==> src/rtl/tri_fetch_pkg.sv <==
// Triangle fetch FSM state encoding and default memory latencies.
// Pure definitions, no logic.
// Latency defaults describe the descriptor and raster memory read paths.
package tri_fetch_pkg;

    localparam int DESC_LAT_DEF = 3;
    localparam int MEM_LAT_DEF  = 2;
    localparam int WAIT_CW      = 4;

    typedef enum logic [3:0] {
        ST_IDLE      = 4'd0,
        ST_DESC      = 4'd1,
        ST_TRI       = 4'd2,
        ST_V0        = 4'd3,
        ST_V1        = 4'd4,
        ST_V2        = 4'd5,
        ST_EMIT      = 4'd6,
        ST_NEXT_TRI  = 4'd7,
        ST_NEXT_INST = 4'd8,
        ST_FIN       = 4'd9
    } fetch_state_e;

    // States that hold while a memory read settles.
    function automatic logic is_wait_state(input fetch_state_e s);
        return (s == ST_DESC) || (s == ST_TRI) || (s == ST_V0) ||
               (s == ST_V1)   || (s == ST_V2);
    endfunction

endpackage

==> src/rtl/vertex_pkg.sv <==
// Shared geometry types for the raster domain.
// Pure type definitions, no logic.
// Vertex and per-instance transform payloads carried between stages.
package vertex_pkg;

    typedef struct packed {
        logic [15:0] x;
        logic [15:0] y;
        logic [15:0] z;
    } vertex_t;

    typedef struct packed {
        logic [15:0] tx;
        logic [15:0] ty;
        logic [15:0] tz;
        logic [15:0] scale;
    } transform_t;

endpackage

==> src/rtl/tri_fetch_if.sv <==
// Assembled-triangle valid/ready bus from the fetch stage to the transform stage.
// No logic; payload is registered by the producer.
// Producer holds valid and payload stable until ready is seen.
interface tri_fetch_if #(
    parameter int INST_AW = 8
);
    import vertex_pkg::*;

    logic               out_valid;
    logic               out_ready;
    vertex_t            out_v0;
    vertex_t            out_v1;
    vertex_t            out_v2;
    transform_t         out_transform;
    logic [INST_AW-1:0] out_inst_id;

    modport master (
        output out_valid, out_v0, out_v1, out_v2, out_transform, out_inst_id,
        input  out_ready
    );

    modport slave (
        input  out_valid, out_v0, out_v1, out_v2, out_transform, out_inst_id,
        output out_ready
    );

endinterface

==> src/rtl/tri_fetch_wait_ctr.sv <==
// Loadable down-counter that paces every memory wait state of the fetch FSM.
// expire rises load_val cycles after a load (cycle after load counts as first).
// No backpressure; reloads take priority over counting.
module tri_fetch_wait_ctr #(
    parameter int CW = 4
) (
    input  logic          clk,
    input  logic          rst_raster_n,
    input  logic          load,
    input  logic [CW-1:0] load_val,
    output logic          expire
);

    logic [CW-1:0] cnt;

    // Load on wait-state entry, then count down and park at zero.
    always_ff @(posedge clk) begin
        if (!rst_raster_n) begin
            cnt <= '0;
        end else if (load) begin
            cnt <= load_val;
        end else if (cnt != '0) begin
            cnt <= cnt - CW'(1);
        end
    end

    assign expire = (cnt == '0);

endmodule

==> src/rtl/tri_fetch.sv <==
// Walks instances, fetches descriptors, triangle indices and vertices, emits assembled triangles.
// Each read state lasts LAT+1 cycles; one triangle per >= 4*(MEM_LAT+1)+2 cycles.
// Output held in EMIT until out_ready; consumer may stall indefinitely.
module tri_fetch
    import vertex_pkg::*;
    import tri_fetch_pkg::*;
#(
    parameter int MAX_INST = 256,
    parameter int MAX_VERT = 8192,
    parameter int MAX_TRI  = 8192,
    parameter int VIDX_W   = 12,
    parameter int TIDX_W   = 12,
    parameter int DESC_LAT = DESC_LAT_DEF,
    parameter int MEM_LAT  = MEM_LAT_DEF,
    localparam int INST_AW = $clog2(MAX_INST),
    localparam int VERT_AW = $clog2(MAX_VERT),
    localparam int TRI_AW  = $clog2(MAX_TRI)
) (
    input  logic                clk,
    input  logic                rst_raster_n,
    input  logic                start,
    input  logic [INST_AW:0]    num_inst,
    output logic                busy,
    output logic                done,
    output logic                idx_err,
    output logic [INST_AW-1:0]  inst_id_rd,
    output logic [TRI_AW-1:0]   tri_addr_rd,
    output logic [VERT_AW-1:0]  vert_addr_rd,
    input  logic [VERT_AW-1:0]  vert_base_in,
    input  logic [VIDX_W-1:0]   vert_count_in,
    input  logic [TRI_AW-1:0]   tri_base_in,
    input  logic [TIDX_W-1:0]   tri_count_in,
    input  logic [3*VIDX_W-1:0] idx_tri_in,
    input  vertex_t             vert_in,
    input  transform_t          transform_in,
    tri_fetch_if.master         out_if
);

    localparam logic [INST_AW:0]  INST_ONE = 1;
    localparam logic [TIDX_W-1:0] TRI_ONE  = 1;

    fetch_state_e state_q, state_d;

    logic                wait_exp;
    logic                wait_load;
    logic [WAIT_CW-1:0]  wait_val;

    logic [INST_AW:0]    inst_ctr, num_q, inst_nxt;
    logic [TIDX_W-1:0]   tri_ctr, tri_count_q, tri_nxt;
    logic [VERT_AW-1:0]  vert_base_q;
    logic [VIDX_W-1:0]   vert_count_q;
    logic [TRI_AW-1:0]   tri_base_q;
    logic [VIDX_W-1:0]   i0_in, i1_in, i2_in, i1_q, i2_q;
    logic                idx_bad, last_tri, last_inst, out_hs;

    logic                out_valid_q;
    vertex_t             out_v0_q, out_v1_q, out_v2_q;
    transform_t          out_xf_q;
    logic [INST_AW-1:0]  out_id_q;

    assign {i0_in, i1_in, i2_in} = idx_tri_in;
    assign idx_bad   = (i0_in >= vert_count_q) || (i1_in >= vert_count_q) ||
                       (i2_in >= vert_count_q);
    assign inst_nxt  = inst_ctr + INST_ONE;
    assign tri_nxt   = tri_ctr + TRI_ONE;
    assign last_inst = (inst_nxt == num_q);
    assign last_tri  = (tri_nxt == tri_count_q);
    assign out_hs    = out_valid_q && out_if.out_ready;

    tri_fetch_wait_ctr #(.CW(WAIT_CW)) u_wait (
        .clk          (clk),
        .rst_raster_n (rst_raster_n),
        .load         (wait_load),
        .load_val     (wait_val),
        .expire       (wait_exp)
    );

    // State register.
    always_ff @(posedge clk) begin
        if (!rst_raster_n) begin
            state_q <= ST_IDLE;
        end else begin
            state_q <= state_d;
        end
    end

    // Next-state selection; wait states advance only once their read has settled.
    always_comb begin
        state_d = state_q;
        case (state_q)
            ST_IDLE:      if (start) state_d = (num_inst == '0) ? ST_FIN : ST_DESC;
            ST_DESC:      if (wait_exp) state_d = (tri_count_in == '0) ? ST_NEXT_INST : ST_TRI;
            ST_TRI:       if (wait_exp) state_d = idx_bad ? ST_NEXT_TRI : ST_V0;
            ST_V0:        if (wait_exp) state_d = ST_V1;
            ST_V1:        if (wait_exp) state_d = ST_V2;
            ST_V2:        if (wait_exp) state_d = ST_EMIT;
            ST_EMIT:      if (out_hs) state_d = ST_NEXT_TRI;
            ST_NEXT_TRI:  state_d = last_tri ? ST_NEXT_INST : ST_TRI;
            ST_NEXT_INST: state_d = last_inst ? ST_FIN : ST_DESC;
            ST_FIN:       state_d = ST_IDLE;
            default:      state_d = ST_IDLE;
        endcase
    end

    // Arm the wait counter on entry to any read state with the matching latency.
    always_comb begin
        wait_load = (state_d != state_q) && is_wait_state(state_d);
        wait_val  = (state_d == ST_DESC) ? WAIT_CW'(DESC_LAT) : WAIT_CW'(MEM_LAT);
    end

    // Registered datapath: addresses change only on state entry, data captured on expiry.
    always_ff @(posedge clk) begin
        if (!rst_raster_n) begin
            busy         <= 1'b0;
            done         <= 1'b0;
            idx_err      <= 1'b0;
            inst_id_rd   <= '0;
            tri_addr_rd  <= '0;
            vert_addr_rd <= '0;
            inst_ctr     <= '0;
            num_q        <= '0;
            tri_ctr      <= '0;
            tri_count_q  <= '0;
            vert_base_q  <= '0;
            vert_count_q <= '0;
            tri_base_q   <= '0;
            i1_q         <= '0;
            i2_q         <= '0;
            out_valid_q  <= 1'b0;
            out_v0_q     <= '0;
            out_v1_q     <= '0;
            out_v2_q     <= '0;
            out_xf_q     <= '0;
            out_id_q     <= '0;
        end else begin
            done <= 1'b0;
            case (state_q)
                ST_IDLE: begin
                    if (start) begin
                        idx_err  <= 1'b0;
                        inst_ctr <= '0;
                        num_q    <= num_inst;
                        busy     <= 1'b1;
                        if (num_inst != '0) inst_id_rd <= '0;
                    end
                end
                ST_DESC: begin
                    if (wait_exp) begin
                        vert_base_q  <= vert_base_in;
                        vert_count_q <= vert_count_in;
                        tri_base_q   <= tri_base_in;
                        tri_count_q  <= tri_count_in;
                        out_xf_q     <= transform_in;
                        out_id_q     <= inst_ctr[INST_AW-1:0];
                        if (tri_count_in != '0) begin
                            tri_ctr     <= '0;
                            tri_addr_rd <= tri_base_in;
                        end
                    end
                end
                ST_TRI: begin
                    if (wait_exp) begin
                        i1_q <= i1_in;
                        i2_q <= i2_in;
                        if (idx_bad) idx_err <= 1'b1;
                        else vert_addr_rd <= vert_base_q + VERT_AW'(i0_in);
                    end
                end
                ST_V0: begin
                    if (wait_exp) begin
                        out_v0_q     <= vert_in;
                        vert_addr_rd <= vert_base_q + VERT_AW'(i1_q);
                    end
                end
                ST_V1: begin
                    if (wait_exp) begin
                        out_v1_q     <= vert_in;
                        vert_addr_rd <= vert_base_q + VERT_AW'(i2_q);
                    end
                end
                ST_V2: begin
                    if (wait_exp) begin
                        out_v2_q    <= vert_in;
                        out_valid_q <= 1'b1;
                    end
                end
                ST_EMIT: begin
                    if (out_hs) out_valid_q <= 1'b0;
                end
                ST_NEXT_TRI: begin
                    tri_ctr <= tri_nxt;
                    if (!last_tri) tri_addr_rd <= tri_base_q + TRI_AW'(tri_nxt);
                end
                ST_NEXT_INST: begin
                    inst_ctr <= inst_nxt;
                    if (!last_inst) inst_id_rd <= inst_nxt[INST_AW-1:0];
                end
                ST_FIN: begin
                    done <= 1'b1;
                    busy <= 1'b0;
                end
                default: ;
            endcase
        end
    end

    assign out_if.out_valid     = out_valid_q;
    assign out_if.out_v0        = out_v0_q;
    assign out_if.out_v1        = out_v1_q;
    assign out_if.out_v2        = out_v2_q;
    assign out_if.out_transform = out_xf_q;
    assign out_if.out_inst_id   = out_id_q;

endmodule

==> src/flat_wrapper.sv <==
// flat-port wrapper written by rule: the top's interface ports become plain ports
module tri_fetch_flat import vertex_pkg::*; import tri_fetch_pkg::*;
#(
    parameter int MAX_INST = 256,
    parameter int MAX_VERT = 8192,
    parameter int MAX_TRI  = 8192,
    parameter int VIDX_W   = 12,
    parameter int TIDX_W   = 12,
    parameter int DESC_LAT = DESC_LAT_DEF,
    parameter int MEM_LAT  = MEM_LAT_DEF,
    localparam int INST_AW = $clog2(MAX_INST),
    localparam int VERT_AW = $clog2(MAX_VERT),
    localparam int TRI_AW  = $clog2(MAX_TRI)
)
  (clk, rst_raster_n, start, num_inst, busy, done, idx_err, inst_id_rd, tri_addr_rd, vert_addr_rd, vert_base_in, vert_count_in, tri_base_in, tri_count_in, idx_tri_in, vert_in, transform_in, out_if_out_valid, out_if_out_v0, out_if_out_v1, out_if_out_v2, out_if_out_transform, out_if_out_inst_id, out_if_out_ready);
  tri_fetch_if #(.INST_AW((8))) out_if_i ();
  input  logic clk;
  input  logic rst_raster_n;
  input  logic start;
  input  logic [INST_AW:0] num_inst;
  output logic busy;
  output logic done;
  output logic idx_err;
  output logic [INST_AW-1:0] inst_id_rd;
  output logic [TRI_AW-1:0] tri_addr_rd;
  output logic [VERT_AW-1:0] vert_addr_rd;
  input  logic [VERT_AW-1:0] vert_base_in;
  input  logic [VIDX_W-1:0] vert_count_in;
  input  logic [TRI_AW-1:0] tri_base_in;
  input  logic [TIDX_W-1:0] tri_count_in;
  input  logic [3*VIDX_W-1:0] idx_tri_in;
  input  vertex_t vert_in;
  input  transform_t transform_in;
  output wire logic [$bits(out_if_i.out_valid)-1:0] out_if_out_valid;
  output wire logic [$bits(out_if_i.out_v0)-1:0] out_if_out_v0;
  output wire logic [$bits(out_if_i.out_v1)-1:0] out_if_out_v1;
  output wire logic [$bits(out_if_i.out_v2)-1:0] out_if_out_v2;
  output wire logic [$bits(out_if_i.out_transform)-1:0] out_if_out_transform;
  output wire logic [$bits(out_if_i.out_inst_id)-1:0] out_if_out_inst_id;
  input wire logic [$bits(out_if_i.out_ready)-1:0] out_if_out_ready;
  assign out_if_out_valid = out_if_i.out_valid;
  assign out_if_out_v0 = out_if_i.out_v0;
  assign out_if_out_v1 = out_if_i.out_v1;
  assign out_if_out_v2 = out_if_i.out_v2;
  assign out_if_out_transform = out_if_i.out_transform;
  assign out_if_out_inst_id = out_if_i.out_inst_id;
  assign out_if_i.out_ready = out_if_out_ready;
  tri_fetch #(.MAX_INST(MAX_INST), .MAX_VERT(MAX_VERT), .MAX_TRI(MAX_TRI), .VIDX_W(VIDX_W), .TIDX_W(TIDX_W), .DESC_LAT(DESC_LAT), .MEM_LAT(MEM_LAT)) u_core (.clk(clk), .rst_raster_n(rst_raster_n), .start(start), .num_inst(num_inst), .busy(busy), .done(done), .idx_err(idx_err), .inst_id_rd(inst_id_rd), .tri_addr_rd(tri_addr_rd), .vert_addr_rd(vert_addr_rd), .vert_base_in(vert_base_in), .vert_count_in(vert_count_in), .tri_base_in(tri_base_in), .tri_count_in(tri_count_in), .idx_tri_in(idx_tri_in), .vert_in(vert_in), .transform_in(transform_in), .out_if(out_if_i));
endmodule
==> config.mk <==
export PLATFORM = sky130hd
export DESIGN_NAME = tri_fetch_flat
export DESIGN_NICKNAME = d
export VERILOG_FILES = /design/src/rtl/tri_fetch_pkg.sv /design/src/rtl/vertex_pkg.sv /design/src/rtl/tri_fetch_if.sv /design/src/rtl/tri_fetch_wait_ctr.sv /design/src/rtl/tri_fetch.sv /design/src/flat_wrapper.sv
export SDC_FILE = /design/constraint.sdc
export NUM_CORES = 1
export LEC_CHECK = 0
export ABC_AREA = 1
export ABC_CLOCK_PERIOD_IN_PS = 3870
export CELL_PAD_IN_SITES_DETAIL_PLACEMENT = 1
export CELL_PAD_IN_SITES_GLOBAL_PLACEMENT = 1
export CORE_MARGIN = 2
export CORE_UTILIZATION = 34
export DETAILED_ROUTE_END_ITERATION = 6
export GPL_TIMING_DRIVEN = 0
export MAX_ROUTING_LAYER = met4
export PLACE_DENSITY_LB_ADDON = 0.1
export SLEW_MARGIN = 10
export SYNTH_ARGS = -nofsm -noshare
export SYNTH_HDL_FRONTEND = slang
export SYNTH_HIERARCHICAL = 1
export SYNTH_SLANG_ARGS = --single-unit
==> constraint.sdc <==
create_clock -name clk -period 3.87 [get_ports clk]
set_input_delay 0.774 -clock clk [delete_from_list [all_inputs] [get_ports clk]]
set_output_delay 0.774 -clock clk [all_outputs]
set_load 0.1 [all_outputs]
==> impl_metrics.json, run 1 <==
{
  "crit_family": "compound AO/OA/AOI/OAI gates",
  "antenna_found_initial": 3,
  "power_frac_seq_pct": 29.6,
  "path_buf_inv": 2,
  "fmax_ghz": 0.2775,
  "avgSynthCellArea_um2": 7.320,
  "netlist_area_mm2": 0.01629,
  "cts_tree": "done",
  "totalWireLength_um": 67730,
  "stdcell_area_mm2": 0.02318,
  "postLayoutCoreUtil_pct": 48.76,
  "synthCells": 2226,
  "root_buffer": "clkbuf_16",
  "comb_power_share_pct": 44.5,
  "synth.distinct_cells": 46,
  "dieHeight_um": 222.9,
  "ys_top_cells_by_area": "dfxtp_1 (45%), nand2_1 (8.8%), nor2_1 (8.2%), o21ai_0 (7.2%), a21oi_1 (7.1%)",
  "clk_latency_ns": 0.57,
  "end_kind": "register",
  "rsz0062_at_grt": "false",
  "status": "finished clean",
  "postCtsHoldBufs": 0,
  "die_x_um": 222.9,
  "dpl.hpwl_um": 52780,
  "crit_chain": "nor2_1, inv_1, nor2_4, a21oi_1, clkbuf_2, nand2_1, o221ai_1, ha_1, fa_1, nand3_1, nand3_1, a31oi_1, o21ai_0, a21oi_1, xor2_1, a21oi_1",
  "p_int_mw": 8.692,
  "drtPass1Iterations": 4,
  "finalClockSkew_ns": 0.01362,
  "crit_fanout": 10,
  "grt_pass1_wl_um": 103900,
  "rows": 80,
  "setup_tns_ns": 0,
  "synth-seq-cells": 366,
  "first_global_vias": 18120,
  "gp_congestion": 0.8930,
  "htreeDepth": 2,
  "wl_per_cell_um": 20.01,
  "vias": 17270,
  "max-slew-margin-rel_pct": 23.68,
  "path_clk_slew_ns": 0.06,
  "cp_common_cell": "a21oi_1",
  "worst_slack_ns": 0.2666,
  "synth_edf_count": 0,
  "critPathLaunchType": "register",
  "dp_cells": 3306,
  "cp.arrival_ns": 4.03,
  "power.leakage_nw": 9.095,
  "worst_ir_drop_vdd_mv": 0.6262,
  "cp.required_ns": 4.30,
  "tightest_slew_ns": 1.141,
  "grt_start_max_net_pins": 13,
  "drv_cap": 0,
  "synth_top_area_share_pct": 44.97,
  "dieArea_mm2": 0.04969,
  "dpl_cell_area_mm2": 0.02171,
  "ios": 465,
  "grtUsageTotal_pct": 27.56,
  "drive_above_1_share_pct": 4.987,
  "ctsLongestPathBuffers": 3,
  "grt_remaining_overflow": 0,
  "core-area_mm2": 0.04755,
  "p_clk_share_pct": 25.9,
  "area_growth_pct": 42.27,
  "total_power_mw": 16.13,
  "drcViolationCount": 0,
  "path_class": "register to register",
  "routed_via_density": 5.101,
  "yosys.area.top_type": "dfxtp_1",
  "yosysMostFrequentCell": "nand2_1",
  "synth_common_cells": "nand2_1 (381), dfxtp_1 (366), nor2_1 (356)",
  "ys_warn_count": 6,
  "power-per-cell-area_mw_per_mm2": 695.9,
  "setup_viol": 0,
  "initial_core_util_pct": 34.27,
  "portBuffers": 464,
  "place_ws_ns": -0.08636,
  "hold_viol": 0,
  "finalCritPeriodShare_pct": 93.11,
  "min-delay-path-class": "register to register",
  "cts_made_buffers": 44,
  "fin_crit_ns": 3.603,
  "cpMaxStageDelayCell": "fa_1",
  "postSynth.asyncResetShare_pct": 0,
  "fin_cells": 3385,
  "slowest_delay_ns": 0.41,
  "drt_iter0_drc": 756,
  "p_sw_share_pct": 46.12,
  "whs_ns": 0.4541,
  "drtAntennaViolNets": 0,
  "finalMaxSlewViolations": 0,
  "yosysSeqAreaShare_pct": 44.97,
  "nets": 3013,
  "synth_ff_type": "dfxtp_1",
  "cts_sinks": 366,
  "power.switching_mw": 7.441
}
repair_timing:
item	in CTS	in global routing
resized for setup	1	7
setup buffers	0	0
setup endpoints to repair	1	2
worst min-delay path, stage by stage, from the launching register on:
cell and delay (ns):
dfxtp_1 0.29, inv_1 0.06, a21oi_1 0.05
cell type report:
cell class	instances	area, um2
inverters	145	544.3
repair buffers	464	4644
diodes	3	7.507
flip-flops and latches	366	7327
clock buffers	66	1334
plain buffers	127	518.0
multi-input cells	1589	7920
fillers	5910	24360
well taps	615	769.5
clock inverters	10	117.6
final timing paths:
| kind | start | end | slack [ns] | cells past startpoint |
|---|---|---|---|---|
| worst max register to register | u_core/state_q[3] | u_core/vert_addr_rd[10] | 0.27 | 16 |
| worst min register to register | u_core/i1_q[1] | u_core/i1_q[1] | 0.45 | 2 |
| worst min-delay path | u_core/i1_q[1] | u_core/i1_q[1] | 0.45 | 2 |
| worst max-delay path | u_core/state_q[3] | u_core/vert_addr_rd[10] | 0.27 | 16 |
cells by family after synthesis:
logic type	Yosys count	share of synthesized area (%)
DFF	366	44.97
buffers and inverters	272	6.496
adders and majority gates	65	5.083
xor gates and xnor gates	24	1.290
AOI/OAI and AO/OA	516	16.85
other	2	0.04609
and+or+nand+nor	981	25.27
registers in the layout, summed over array words and instances, names as in the netlist:
signal                       flops
u_core/vert_count_q             12
u_core/done                      1
u_core/out_if.out_inst_id        8
u_core/tri_count_q              12
u_core/u_wait/cnt                4
u_core/idx_err                   1
u_core/inst_ctr                  9
u_core/busy                      1
u_core/vert_base_q              13
u_core/out_if.out_valid          1
u_core/tri_ctr                  12
u_core/i1_q                     12
u_core/tri_base_q               13
u_core/tri_addr_rd              13
u_core/out_if.out_v0            48
u_core/out_if.out_transform     64
u_core/state_q                   4
u_core/out_if.out_v1            48
u_core/out_if.out_v2            48
u_core/num_q                     9
u_core/vert_addr_rd             13
u_core/i2_q                     12
u_core/inst_id_rd                8
per-layer routing:
layer,share of wire [%],up-vias,wire (um),track usage (%)
met5,0,-,0,-
met4,3.0,0,1998,8.487
met3,5.6,107,3767,5.281
met2,48,432,32750,46.82
met1,43,8368,29210,33.01
li1,-,8360,-,-
cell usage in the layout, fill, tap and decap left out, types with 14 or more instances in the layout:
master           instances
o21ai_0                234
inv_1                  137
a21oi_1                231
nor2_1                 355
clkbuf_1               119
nand2_2                 18
nand3_1                172
clkbuf_8                15
ha_1                    63
clkdlybuf4s50_1        464
nand2_1                381
clkbuf_16               44
dfxtp_1                366
nand4_1                 14
power groups by stage:
stage / clock network (mW) / logic [mW] / registers (mW)
4_1_cts: 4.29 / 7.20 / 4.77
2_1_floorplan: 0 / 2.35 / 7.47
3_5_place_dp: 0 / 7.16 / 4.83
6_report: 4.18 / 7.18 / 4.77
5_1_grt: 4.43 / 7.67 / 4.84
3_3_place_gp: 0 / 7.02 / 4.81
No activity file was read; power rests on OpenSTA's default activity.
==> run 2: changes to the inputs <==
--- a/config.mk
+++ b/config.mk
@@ -11,8 +11,9 @@
 export CELL_PAD_IN_SITES_GLOBAL_PLACEMENT = 1
 export CORE_MARGIN = 2
 export CORE_UTILIZATION = 34
+export CTS_CLUSTER_DIAMETER = 200
+export CTS_CLUSTER_SIZE = 25
 export DETAILED_ROUTE_END_ITERATION = 6
-export GPL_TIMING_DRIVEN = 0
 export MAX_ROUTING_LAYER = met4
 export PLACE_DENSITY_LB_ADDON = 0.1
 export SLEW_MARGIN = 10
==> impl_metrics.json, run 2 (same netlist as run 1, synthesis figures left out) <==
{
  "die_x_um": 222.9,
  "whs_ns": 0.4654,
  "layout_commonest_cell": "clkdlybuf4s50_1",
  "path_class": "register to register",
  "area_growth_pct": 34.64,
  "postCtsHoldBufs": 0,
  "core-area_mm2": 0.04755,
  "fin_crit_ns": 3.333,
  "grt_remaining_overflow": 0,
  "tightest_slew_ns": 1.139,
  "dieHeight_um": 222.9,
  "stdcell_area_mm2": 0.02194,
  "dieArea_mm2": 0.04969,
  "finalMaxSlewViolations": 0,
  "cp.required_ns": 4.28,
  "cts_made_buffers": 18,
  "hold_viol": 0,
  "power.leakage_nw": 8.544,
  "min-delay-path-class": "register to register",
  "totalWireLength_um": 62780,
  "grtUsageTotal_pct": 25.30,
  "total_power_mw": 13.99,
  "crit_fanout": 9,
  "max-slew-margin-rel_pct": 23.84,
  "initial_core_util_pct": 34.27,
  "fmax_ghz": 0.3001,
  "finalCritPeriodShare_pct": 86.11,
  "nets": 2881,
  "dpl_cell_area_mm2": 0.02143,
  "portBuffers": 464,
  "wl_per_cell_um": 19.45,
  "grt_pass1_wl_um": 97500,
  "worst_ir_drop_vdd_mv": 0.5285,
  "grt_start_max_net_pins": 141,
  "cts_tree": "done",
  "post_cts_resized": 0,
  "ios": 465,
  "routed_via_density": 5.112,
  "power-per-cell-area_mw_per_mm2": 637.7,
  "ctsLongestPathBuffers": 3,
  "status": "finished clean",
  "htreeDepth": 1,
  "rows": 80,
  "drtAntennaViolNets": 0,
  "postCtsSetupBuffers": 0,
  "drt_iter0_drc": 841,
  "largest_reg_flops": 64,
  "setup_viol": 0,
  "rsz0062_at_grt": "false",
  "final_cell_mix": "clkdlybuf4s50_1 (460), nand2_1 (379), dfxtp_1 (366)",
  "critPathLaunchType": "register",
  "setup_tns_ns": 0,
  "drive_above_1_share_pct": 4.069,
  "drv_cap": 0,
  "finalClockSkew_ns": 0.01597,
  "cts_sinks": 366,
  "path_clk_slew_ns": 0.11,
  "antenna_found_initial": 7,
  "end_kind": "register",
  "gp_congestion": 0.8559,
  "cp.arrival_ns": 3.75,
  "root_buffer": "clkbuf_16",
  "first_global_vias": 17290,
  "drtPass1Iterations": 5,
  "clk_latency_ns": 0.55,
  "vias": 16500,
  "nFillCells": 5922,
  "drcViolationCount": 0,
  "dpl.hpwl_um": 45380
}
## run 2: changes by cell type in the layout (fill, tap and decap cells not counted), sizes merged
| cell | change |
|---|---|
| clkbuf | -162 |
| buf | +13 |
| clkinv | -6 |
| diode | +5 |
| clkdlybuf4s50 | -4 |
| bufinv | -2 |
| clkinvlp | -1 |
## run 2: per-stage QoR
stage | util [%] | std cells | worst slack [ns]
finish | 46.14 | 3228 | 0.5375
floorplan | - | 2227 | 0.9441
global placement | 45.08 | 3200 | 0.2287
global route | 46.14 | 3227 | 0.2400
CTS | 46.10 | 3220 | 0.5236
detailed placement | 45.08 | 3200 | 0.05407
## run 2: worst paths after layout
kind	from	endpoint	slack [ns]	cells after the start
max	u_core/state_q[3]	u_core/vert_addr_rd[10]	0.54	14
min reg2reg	u_core/i2_q[5]	u_core/i2_q[5]	0.47	2
min	u_core/i2_q[5]	u_core/i2_q[5]	0.47	2
max reg2reg	u_core/state_q[3]	u_core/vert_addr_rd[10]	0.54	14
## run 2: critical path, cell delays in order, from the launching register on
cell,delay (ns)
dfxtp_1,0.42
inv_1,0.14
nand2_1,0.20
inv_1,0.10
nand2_1,0.31
o221ai_1,0.19
ha_1,0.25
fa_1,0.41
nand3_1,0.11
nand3_1,0.16
a31oi_1,0.25
o21ai_0,0.20
a21oi_1,0.21
xor2_1,0.18
a21oi_1,0.08
## run 2: layer usage
layer / part of all wire, % / GRT usage, % / vias up
met4: 3.7 / 8.703 / 0
li1: - / - / 8084
met3: 5.1 / 4.702 / 88
met2: 48 / 42.39 / 384
met5: 0 / - / -
met1: 43 / 30.56 / 7944
## run 2: layout make-up
class | count | area [um2] | share of cell area, %
diodes | 8 | 20.02 | 0.09125
clock inverters | 1 | 11.26 | 0.05133
well taps | 615 | 769.5 | 3.507
inverters | 145 | 549.3 | 2.504
repair buffers | 485 | 4833 | 22.03
flip-flops and latches | 366 | 7327 | 33.40
multi-input cells | 1589 | 7953 | 36.25
clock buffers | 19 | 475.5 | 2.167
## run 2: power by group
part           switching, mW  internal, mW
logic                   5.32          1.73
clock network           1.30         0.892
registers              0.342          4.41
total                   6.96          7.03
